`src/rtl/dof_stage_p_pkg.sv`:
```
`default_nettype none
// ============================================================================
//  Module      : dof_pkg
//  Description : Shared encodings for the decode/operand-fetch stage:
//                MD / BS encodings, FS width, instruction field positions,
//                opcode map and the decoded control-word type.
//  Revision    : 1.0  initial release
// ============================================================================
package dof_pkg;

  // Result-source select carried to EX/WB
  localparam logic [1:0] MD_ALU  = 2'b00;
  localparam logic [1:0] MD_LOAD = 2'b01;
  localparam logic [1:0] MD_SLT  = 2'b10;

  // Branch select
  localparam logic [1:0] BS_NONE = 2'b00;
  localparam logic [1:0] BS_COND = 2'b01;
  localparam logic [1:0] BS_JMPR = 2'b10;
  localparam logic [1:0] BS_JMPL = 2'b11;

  // Function select
  localparam int unsigned FS_W = 5;
  localparam logic [FS_W-1:0] FS_MOVA = 5'b00000;
  localparam logic [FS_W-1:0] FS_ADD  = 5'b00010;
  localparam logic [FS_W-1:0] FS_SUB  = 5'b00101;
  localparam logic [FS_W-1:0] FS_AND  = 5'b01000;

  // Instruction field positions
  localparam int unsigned OP_MSB = 31;
  localparam int unsigned OP_LSB = 25;
  localparam int unsigned OP_W   = OP_MSB - OP_LSB + 1;
  localparam int unsigned DA_LSB = 20;
  localparam int unsigned AA_LSB = 15;
  localparam int unsigned BA_LSB = 10;
  localparam int unsigned SH_LSB = 0;
  localparam int unsigned SH_W   = 5;

  // Opcode map
  localparam logic [OP_W-1:0] OP_NOP  = 7'h00;
  localparam logic [OP_W-1:0] OP_ST   = 7'h01;
  localparam logic [OP_W-1:0] OP_ADD  = 7'h02;
  localparam logic [OP_W-1:0] OP_SUB  = 7'h05;
  localparam logic [OP_W-1:0] OP_JML  = 7'h07;
  localparam logic [OP_W-1:0] OP_LD   = 7'h21;
  localparam logic [OP_W-1:0] OP_ADDI = 7'h22;
  localparam logic [OP_W-1:0] OP_SLT  = 7'h25;
  localparam logic [OP_W-1:0] OP_ANDI = 7'h28;
  localparam logic [OP_W-1:0] OP_JMP  = 7'h44;
  localparam logic [OP_W-1:0] OP_BZ   = 7'h60;
  localparam logic [OP_W-1:0] OP_BNZ  = 7'h61;

  typedef struct packed {
    logic            rw;
    logic [1:0]      md;
    logic [1:0]      bs;
    logic            ps;
    logic            mw;
    logic [FS_W-1:0] fs;
    logic            ma;
    logic            mb;
    logic            cs;
  } ctrl_t;

endpackage
`default_nettype wire

```
`src/rtl/dof_stage_p_decoder.sv`:
```
`default_nettype none
// ============================================================================
//  Module      : instruction_decoder
//  Description : Maps the 7-bit opcode onto the control word
//                (RW, MD, BS, PS, MW, FS, MA, MB, CS). Unknown opcodes
//                decode to an all-zero NOP so they never write anything.
//  Ports       : opcode (in)  - ir[31:25]
//                ctrl   (out) - decoded control word
//  Revision    : 1.0  initial release
// ============================================================================
module instruction_decoder
  import dof_pkg::*;
(
  input  logic [OP_W-1:0] opcode,
  output ctrl_t           ctrl
);

  always_comb begin
    ctrl = '0;
    unique case (opcode)
      OP_ADD:  begin ctrl.rw = 1'b1; ctrl.fs = FS_ADD; end
      OP_SUB:  begin ctrl.rw = 1'b1; ctrl.fs = FS_SUB; end
      OP_ADDI: begin ctrl.rw = 1'b1; ctrl.fs = FS_ADD; ctrl.mb = 1'b1; ctrl.cs = 1'b1; end
      OP_ANDI: begin ctrl.rw = 1'b1; ctrl.fs = FS_AND; ctrl.mb = 1'b1; end
      OP_LD:   begin ctrl.rw = 1'b1; ctrl.md = MD_LOAD; ctrl.fs = FS_MOVA; end
      OP_ST:   begin ctrl.mw = 1'b1; ctrl.fs = FS_MOVA; end
      OP_SLT:  begin ctrl.rw = 1'b1; ctrl.md = MD_SLT; ctrl.fs = FS_SUB; end
      OP_BZ:   begin ctrl.bs = BS_COND; ctrl.mb = 1'b1; ctrl.cs = 1'b1; end
      OP_BNZ:  begin ctrl.bs = BS_COND; ctrl.ps = 1'b1; ctrl.mb = 1'b1; ctrl.cs = 1'b1; end
      OP_JMP:  begin ctrl.bs = BS_JMPR; end
      OP_JML:  begin
        ctrl.rw = 1'b1; ctrl.bs = BS_JMPL; ctrl.fs = FS_ADD;
        ctrl.ma = 1'b1; ctrl.mb = 1'b1; ctrl.cs = 1'b1;
      end
      default: ctrl = '0;
    endcase
  end

endmodule
`default_nettype wire

```
`src/rtl/dof_stage_p.sv`:
```
`default_nettype none
// ============================================================================
//  Module      : dof_stage_p
//  Description : Decode/operand-fetch stage. Decodes ir, drives register
//                file read addresses, builds bus A/B with constant unit and
//                EX/WB forwarding, detects load-use hazards and holds the
//                result in the DOF/EX pipeline register.
//  Ports       : clk, rst (async, active-low)
//                in_valid/in_ready, pc_in, ir        - from IF
//                aa, ba / a_rf, b_rf                 - register file read
//                ex_*, wb_*                          - forwarding sources
//                ex_stall, flush                     - pipeline control
//                hazard                              - load-use stall
//                out_*                               - DOF/EX register
//  Revision    : 1.0  initial release
// ============================================================================
module dof_stage_p
  import dof_pkg::*;
#(
  parameter int unsigned DATA_W = 32,
  parameter int unsigned PC_W   = 16,
  parameter int unsigned RA_W   = 5,
  parameter int unsigned IM_W   = 15,
  parameter bit          FWD_EN = 1'b1
) (
  input  logic              clk,
  input  logic              rst,
  input  logic              in_valid,
  output logic              in_ready,
  input  logic [PC_W-1:0]   pc_in,
  input  logic [31:0]       ir,
  output logic [RA_W-1:0]   aa,
  output logic [RA_W-1:0]   ba,
  input  logic [DATA_W-1:0] a_rf,
  input  logic [DATA_W-1:0] b_rf,
  input  logic              ex_rw,
  input  logic [1:0]        ex_md,
  input  logic [RA_W-1:0]   ex_da,
  input  logic [DATA_W-1:0] ex_result,
  input  logic              wb_rw,
  input  logic [RA_W-1:0]   wb_da,
  input  logic [DATA_W-1:0] wb_data,
  input  logic              ex_stall,
  input  logic              flush,
  output logic              hazard,
  output logic              out_valid,
  output logic [PC_W-1:0]   out_pc,
  output logic [DATA_W-1:0] out_bus_a,
  output logic [DATA_W-1:0] out_bus_b,
  output logic [RA_W-1:0]   out_da,
  output logic [SH_W-1:0]   out_sh,
  output logic [FS_W-1:0]   out_fs,
  output logic              out_rw,
  output logic              out_ps,
  output logic              out_mw,
  output logic [1:0]        out_md,
  output logic [1:0]        out_bs
);

  ctrl_t             w_ctrl;
  logic [RA_W-1:0]   w_da;
  logic [IM_W-1:0]   w_imm;
  logic [DATA_W-1:0] w_const;
  logic [DATA_W-1:0] w_op_a;
  logic [DATA_W-1:0] w_op_b;
  logic [DATA_W-1:0] w_bus_a;
  logic [DATA_W-1:0] w_bus_b;
  logic              w_ex_load;

  instruction_decoder u_dec (
    .opcode (ir[OP_MSB:OP_LSB]),
    .ctrl   (w_ctrl)
  );

  assign w_da  = ir[DA_LSB +: RA_W];
  assign aa    = ir[AA_LSB +: RA_W];
  assign ba    = ir[BA_LSB +: RA_W];
  assign w_imm = ir[IM_W-1:0];

  // Constant unit
  assign w_const = w_ctrl.cs ? {{(DATA_W-IM_W){w_imm[IM_W-1]}}, w_imm}
                             : {{(DATA_W-IM_W){1'b0}}, w_imm};

  assign w_ex_load = ex_rw && (ex_md == MD_LOAD);

  generate
    if (FWD_EN) begin : g_fwd
      // EX beats WB; R0 is hard-wired and never forwarded. A load in EX has
      // no data yet, so it is skipped here and covered by the hazard stall.
      always_comb begin
        w_op_a = a_rf;
        if (aa != '0) begin
          if (ex_rw && !w_ex_load && ex_da == aa) w_op_a = ex_result;
          else if (wb_rw && wb_da == aa)          w_op_a = wb_data;
        end
      end
      always_comb begin
        w_op_b = b_rf;
        if (ba != '0) begin
          if (ex_rw && !w_ex_load && ex_da == ba) w_op_b = ex_result;
          else if (wb_rw && wb_da == ba)          w_op_b = wb_data;
        end
      end
    end else begin : g_rf
      assign w_op_a = a_rf;
      assign w_op_b = b_rf;
    end
  endgenerate

  assign w_bus_a = w_ctrl.ma ? DATA_W'(pc_in) : w_op_a;
  assign w_bus_b = w_ctrl.mb ? w_const        : w_op_b;

  // Only sources actually routed to a bus can cause a load-use stall
  assign hazard = in_valid && w_ex_load && (ex_da != '0) &&
                  ((!w_ctrl.ma && ex_da == aa) || (!w_ctrl.mb && ex_da == ba));

  assign in_ready = !hazard && !ex_stall;

  always_ff @(posedge clk or negedge rst) begin
    if (!rst) begin
      out_valid <= 1'b0;
      out_pc    <= '0;
      out_bus_a <= '0;
      out_bus_b <= '0;
      out_da    <= '0;
      out_sh    <= '0;
      out_fs    <= '0;
      out_rw    <= 1'b0;
      out_ps    <= 1'b0;
      out_mw    <= 1'b0;
      out_md    <= '0;
      out_bs    <= '0;
    end else if (flush) begin
      out_valid <= 1'b0;
      out_rw    <= 1'b0;
      out_mw    <= 1'b0;
    end else if (ex_stall) begin
      // hold
    end else if (hazard || !in_valid) begin
      out_valid <= 1'b0;
      out_rw    <= 1'b0;
      out_mw    <= 1'b0;
      out_ps    <= 1'b0;
      out_bs    <= '0;
    end else begin
      out_valid <= 1'b1;
      out_pc    <= pc_in;
      out_bus_a <= w_bus_a;
      out_bus_b <= w_bus_b;
      out_da    <= w_da;
      out_sh    <= ir[SH_LSB +: SH_W];
      out_fs    <= w_ctrl.fs;
      out_rw    <= w_ctrl.rw;
      out_ps    <= w_ctrl.ps;
      out_mw    <= w_ctrl.mw;
      out_md    <= w_ctrl.md;
      out_bs    <= w_ctrl.bs;
    end
  end

endmodule
`default_nettype wire

```
`config.mk`:
```
export PLATFORM = sky130hd
export DESIGN_NAME = dof_stage_p
export DESIGN_NICKNAME = d
export VERILOG_FILES = /design/src/rtl/dof_stage_p_pkg.sv /design/src/rtl/dof_stage_p_decoder.sv /design/src/rtl/dof_stage_p.sv
export SDC_FILE = /design/constraint.sdc
export NUM_CORES = 1
export LEC_CHECK = 0
export ABC_AREA = 1
export CAP_MARGIN = 10
export CORE_MARGIN = 8
export CORE_UTILIZATION = 40
export DETAILED_ROUTE_END_ITERATION = 6
export DONT_BUFFER_PORTS = 1
export GPL_ROUTABILITY_DRIVEN = 0
export PLACE_DENSITY_LB_ADDON = 0.08
export SLEW_MARGIN = 20
export SYNTH_ARGS = -nofsm -noshare
export SYNTH_HDL_FRONTEND = slang
export SYNTH_SLANG_ARGS = --single-unit
```
`constraint.sdc`:
```
create_clock -name clk -period 5.8 [get_ports clk]
set_clock_uncertainty 0.2 [all_clocks]
set_input_delay 1.45 -clock clk [delete_from_list [all_inputs] [get_ports clk]]
set_output_delay 1.45 -clock clk [all_outputs]
set_load 0.01 [all_outputs]
```
After elaboration in Yosys (flattened, before gate mapping)
Index checks and enable logic that the tools add are counted.
{ "word_totals": {"regBits": 103, "output_inout_bits": 115} }
{ "classes": {"eq_ne": 17, "muxes": 29, "n_bitwise": 3, "reduce_logical": 31} }
{ "ops": {"columns": ["op", "count"], "rows": [
  ["two-way mux 32 bit", 9],
  ["equality test 7 x 6 -> 1 bit, second input constant", 4],
  ["equality test 7 bit, second input constant", 3],
  ["equality test 5 bit", 4],
  ["two-way mux 1 bit", 16],
  ["nonzero test 5 bit", 3],
  ["equality test 7 x 3 -> 1 bit, second input constant", 2],
  ["logical AND 1 bit", 12],
  ["one-hot mux 4 bit (3 select lines)", 1],
  ["equality test 7 x 1 -> 1 bit, second input constant", 1],
  ["equality test 7 x 2 -> 1 bit, second input constant", 1],
  ["OR reduction 7 bit", 1],
  ["zero test 1 bit", 6],
  ["one-hot mux 2 bit (3 select lines)", 1],
  ["OR reduction 5 bit", 1],
  ["one-hot mux 2 bit (2 select lines)", 1],
  ["OR reduction 2 bit", 2],
  ["OR reduction 4 bit", 1],
  ["NOT 1 bit", 3],
  ["AND reduction 3 bit", 1],
  ["OR reduction 3 bit", 1],
  ["equality test 2 x 1 -> 1 bit, second input constant", 1],
  ["logical OR 1 bit", 2],
  ["two-way mux 2 bit", 1],
  ["other kinds (2)", 2]
]} }

Depth between registers and ports, before layout
{ "logic_depth": {"depth_word": 11, "mapped_depth": 15, "depth_no_buf": 13} }

Modules after synthesis
A second synthesis with hierarchy kept.
{ "hier_totals": {"hier_cells": 1178, "hier_area_um2": 7395.8} }
{ "by_module_without_submodules": {"columns": ["module", "n_inst", "cells_per_inst", "area_per_inst_um2", "seq_area_each_um2"], "rows": [
  ["dof_stage_p", 1, 1123, 7115.6, 2577.5],
  ["instruction_decoder", 1, 55, 280.3, 0.0]
]} }

Worst setup path before layout
Ideal clock, no wire load.
{ "synth_timing": {"path_type": "input -> output", "startpoint": "input port ir[14]", "endpoint": "output port in_ready", "arrival_ns": 2.432, "slack_ns": 1.718, "cell_stages": 11, "n_path_buf": 1, "path_cell_list": "buf_2 > inv_2 > nand2_1 > nand2_1 > nand3_1 > nor2_4 > nand3_1 > nand2_2 > nand2_2 > inv_1 > nor2_1"} }
{ "synth_via": {"elab_chain_len": 6} }
{ "synth_lines": {"columns": ["item", "line_no", "rtl"], "rows": [
  ["start: declaration", "dof_stage_p.sv:31", "input logic [31:0] ir,"],
  ["equality test 5 bit", "dof_stage_p.sv:115", "((!w_ctrl.ma && ex_da == aa) || (!w_ctrl.mb && ex_da == ba));"],
  ["logical AND 1 bit", "dof_stage_p.sv:115", null],
  ["logical OR 1 bit", "dof_stage_p.sv:115", null],
  ["logical AND 1 bit", "dof_stage_p.sv:114", "assign hazard = in_valid && w_ex_load && (ex_da != '0) &&"],
  ["via hazard", "dof_stage_p.sv:45", "output logic hazard,"],
  ["zero test 1 bit", "dof_stage_p.sv:117", "assign in_ready = !hazard && !ex_stall;"],
  ["logical AND 1 bit", "dof_stage_p.sv:117", null],
  ["end: declaration", "dof_stage_p.sv:29", "output logic in_ready,"]
]} }
The timed path passes the listed nets, and every way through them passes these cells.

Worst setup path in the final report
{ "layout_timing": {"startpoint": "input port ir[28]", "endpoint": "output port in_ready"} }
{ "layout_via": {"elab_chain_len": 9} }
{ "layout_lines": {"columns": ["item", "line_no", "rtl"], "rows": [
  ["equality test 7 bit, or another cell as far along", "dof_stage_p_decoder.sv:20", "unique case (opcode)"],
  ["OR reduction 5 bit (no line)", null, null],
  ["two-way mux 1 bit", "dof_stage_p_decoder.sv:20", null],
  ["zero test 1 bit", "dof_stage_p.sv:115", null],
  ["logical AND 1 bit", "dof_stage_p.sv:115", null],
  ["logical OR 1 bit (*)", "dof_stage_p.sv:115", null],
  ["logical AND 1 bit (*)", "dof_stage_p.sv:114", null],
  ["via hazard", "dof_stage_p.sv:45", null],
  ["zero test 1 bit (*)", "dof_stage_p.sv:117", null],
  ["logical AND 1 bit (*)", "dof_stage_p.sv:117", null]
]} }
Mark *: on every way through the listed nets, which the timed path passes. The rest lies on a longest branch.

==> impl_metrics.prom <==
# TYPE chip_impl_metric gauge
chip_impl_metric{name="seq_area_frac_synth",unit=""} 0.3382
chip_impl_info{name="tritoncts_clock_tree",value="yes"} 1
chip_impl_info{name="rsz0062_at_grt",value="false"} 1
chip_impl_metric{name="multiInputGateArea",unit="sq um"} 4004
chip_impl_metric{name="vias",unit=""} 7570
chip_impl_metric{name="globalRoute.totalOverflow",unit=""} 0
chip_impl_metric{name="placementRows",unit=""} 50
chip_impl_metric{name="synth_seq_cells",unit=""} 101
chip_impl_metric{name="area_growth",unit="%"} 3.231
chip_impl_metric{name="timing.reg2reg.setup_slack",unit="ns"} 4.85
chip_impl_metric{name="total_power_divided_by_cell_area",unit="nW/um^2"} 243.4
chip_impl_metric{name="crit_fanout",unit=""} 36
chip_impl_metric{name="timing_max_transition_violations_final",unit=""} 0
chip_impl_metric{name="power.leakage",unit="nW"} 4.577
chip_impl_metric{name="route.final.wire_length",unit="um"} 28810
chip_impl_metric{name="clk-insertion-delay-late",unit="ns"} 0.35
chip_impl_metric{name="chipWidth",unit="um"} 152.7
chip_impl_metric{name="dpl.cell_count",unit=""} 1387
chip_impl_metric{name="ios",unit=""} 310
chip_impl_metric{name="syn_nets",unit=""} 1419
chip_impl_metric{name="ctsResizeCount",unit=""} 0
chip_impl_metric{name="syn-cell-area",unit="sq um"} 7473
chip_impl_info{name="status",value="finished clean"} 1
chip_impl_info{name="post_synth_main_area_contributors",value="dfrtp_1 (34%), nand2_1 (25%), nand3_1 (18%)"} 1
chip_impl_metric{name="die_y",unit="um"} 152.7
chip_impl_metric{name="synth-warning-count",unit=""} 0
chip_impl_metric{name="n_antenna_cell",unit=""} 0
chip_impl_info{name="synth_commonest_cells",value="nand2_1 (489), nand3_1 (263), inv_1 (120), dfrtp_1 (101), nor2_1 (71)"} 1
chip_impl_info{name="critical_path_start_type",value="input pin"} 1
chip_impl_metric{name="synthCells",unit=""} 1224
chip_impl_metric{name="post-place-ws",unit="ns"} 1.342
chip_impl_metric{name="final_total_negative_setup_slack",unit="ns"} 0
chip_impl_info{name="clock-root-buffer",value="clkbuf_16"} 1
chip_impl_metric{name="final.setup.worst_slack",unit="ns"} 1.346
chip_impl_metric{name="worst_slew_pin_slew",unit="ns"} 1.006
chip_impl_metric{name="finalNetCount",unit=""} 1360
chip_impl_metric{name="io_buffers",unit=""} 0
chip_impl_metric{name="clock_path_buffers",unit=""} 2
chip_impl_metric{name="timing.max_cap.violations",unit=""} 0
chip_impl_metric{name="average_cell_area_after_synthesis",unit="sq um"} 6.106
chip_impl_metric{name="tritoncts_num_sinks",unit=""} 101
chip_impl_metric{name="worst-endpoint-required",unit="ns"} 4.15
chip_impl_metric{name="detail_route.first_pass.iterations",unit=""} 7
chip_impl_metric{name="timing.max_slew.rel_slack",unit=""} 0.3287
chip_impl_metric{name="final_layout_size_suffix_gt1_frac",unit=""} 0.05641
chip_impl_metric{name="cts_buffer_count",unit=""} 9
chip_impl_metric{name="arrival",unit="ns"} 2.80
chip_impl_info{name="min_path_type",value="reg -> reg"} 1
chip_impl_metric{name="iter_0_drt_violations",unit=""} 522
chip_impl_info{name="criticalPathCategory",value="in -> out"} 1
chip_impl_metric{name="htree_levels",unit=""} 3
chip_impl_metric{name="holdWs",unit="ns"} 0.3530
chip_impl_metric{name="holdBufCountCts",unit=""} 0
chip_impl_metric{name="grt_start_max_net_pins",unit=""} 102
chip_impl_metric{name="finalSetupViolCount",unit=""} 0
chip_impl_metric{name="hold_violations",unit=""} 0
chip_impl_metric{name="post_drt_wl_per_cell",unit="um"} 20.52
chip_impl_info{name="synth.largest_area_cell",value="dfrtp_1"} 1
chip_impl_info{name="yosys.cell_count.top_type",value="nand2_1"} 1
chip_impl_metric{name="vdd_ir_drop_max",unit="V"} 0.0001248
chip_impl_metric{name="half_perimeter_wire_length_of_the_detailed_placement_result",unit="um"} 21900
chip_impl_info{name="endpoint_kind",value="output pin"} 1
chip_impl_metric{name="final_period_minus_worst_setup_slack",unit="ns"} 4.454
chip_impl_metric{name="antenna_found_initial",unit=""} 0
chip_impl_metric{name="synth-async-reset-ratio",unit=""} 1.000
chip_impl_metric{name="drc",unit=""} 0
chip_impl_metric{name="worst_setup_hold_path_clk_slew",unit="ns"} 0.07
chip_impl_metric{name="area_of_the_core",unit="sq um"} 18520
chip_impl_metric{name="netlist-cell-type-count",unit=""} 31
chip_impl_metric{name="instances_no_fill",unit=""} 1404
chip_impl_metric{name="floorplan.initialDensity",unit=""} 0.4036
chip_impl_metric{name="yosys.area.top_type_share",unit=""} 0.3382
chip_impl_metric{name="detail_route.vias_per_cell",unit=""} 5.392
chip_impl_metric{name="floorplan.die_area",unit="sq um"} 23310
chip_impl_metric{name="grt_usage",unit=""} 0.2424
chip_impl_metric{name="clock.fmax",unit="MHz"} 224.5
chip_impl_metric{name="ant_nets",unit=""} 0
chip_impl_metric{name="sequential_cell_area",unit="sq um"} 2527
chip_impl_metric{name="filler_cell_count",unit=""} 2101
chip_impl_metric{name="number_of_enable_flip_flop_cells_after_synthesis",unit=""} 0
chip_impl_metric{name="layout_worst_path_cycle_share",unit=""} 0.7680
chip_impl_metric{name="grt_pass1_vias",unit=""} 7259
chip_impl_info{name="ys_dominant_reg_cell",value="dfrtp_1"} 1
chip_impl_metric{name="postCtsSetupBuffers",unit=""} 0
chip_impl_metric{name="wire_length_of_the_first_global_routing_pass",unit="um"} 44210
## worst max-delay path: stages
cell and delay [ns]:
inv_2 0.03, nand2_1 0.08, nor2_1 0.18, nand2_4 0.27
nand2_2 0.20, nor2_2 0.06, nand3_1 0.08, nand2_2 0.06
nand2_2 0.10, inv_1 0.10, nor2_1 0.19
## where the power goes
| group | switching (mW) | total, mW | leakage, nW | internal [mW] |
|---|---|---|---|---|
| logic | 0.206 | 0.316 | 3.17 | 0.110 |
| clock network | 0.290 | 0.599 | 0.134 | 0.309 |
| registers | 0.148 | 0.963 | 1.28 | 0.814 |
## final timing paths
| check | to | start | cells past startpoint |
|---|---|---|---|
| worst max-delay path | in_ready | ir[28] | 11 |
| worst min-delay path | out_bus_b[21] | out_bus_b[21] | 2 |
| min in group asynchronous | out_fs[2] | rst | 0 |
| worst max register to register | out_ps | out_ps | 2 |
| max in group asynchronous | out_bus_b[21] | rst | 0 |
| worst min register to register | out_bus_b[21] | out_bus_b[21] | 2 |
## flip-flops by register name (all words and copies together) (netlist names), 2 cells and up
signal / flops
out_bs: 2
out_bus_a: 32
out_bus_b: 32
out_pc: 16
out_sh: 5
out_da: 5
out_md: 2
out_fs: 3
## kinds of logic (layout without fill, tap and decap cells)
family                    after synthesis  after routing  synth area share
AOI/OAI and AO/OA                      57             57           0.04269
xor gates and xnor gates                3              3          0.003516
buffers and inverters                 212            158            0.1289
DFF                                   101            101            0.3382
other                                   1              1         0.0005018
and+or+nand+nor                       850            850            0.4862
## final cells by class
| type | instances | share of cell area |
|---|---|---|
| Tap cell | 234 | 0.03795 |
| Clock buffer | 11 | 0.03146 |
| Timing Repair Buffer | 14 | 0.01606 |
| Clock inverter | 5 | 0.005676 |
| Sequential cell | 101 | 0.3276 |
| Multi-Input combinational cell | 911 | 0.5190 |
| Inverter | 128 | 0.06228 |
## stage by stage
| step | utilization | cell area, sq um | power (mW) |
|---|---|---|---|
| after floorplan | - | 7473 | 1.204 |
| after global routing | 0.4166 | 7715 | 1.986 |
| after global placement | 0.4004 | 7415 | 1.294 |
| after detailed placement | 0.4004 | 7415 | 1.297 |
| final | 0.4166 | 7715 | 1.878 |
| after CTS | 0.4159 | 7701 | 1.906 |
## cell usage in the layout (no fill, tap or decap), types with 2 or more instances in the layout
cell and instances:
a21oi_1 22, buf_4 12, clkbuf_16 9, clkbuf_8 2
clkinvlp_4 2, dfrtp_1 101, inv_1 120, inv_2 8
nand2_1 489, nand2_2 4, nand2_4 2, nand3_1 263
nand3_2 2, nand4_1 4, nor2_1 67, nor2_2 6
nor2_4 3, o21ai_0 13, o21ai_1 13, o21ai_2 9
or2_1 4, xnor2_1 3
## layer usage
metal  wire length, um  GRT usage  share of wire
met2             13980     0.4107           0.49
met4               353    0.05938          0.012
met1             11730     0.2922           0.41
met3              2755    0.07884          0.096
met5                 0          0              0
Power figures use the tool's default switching activity.
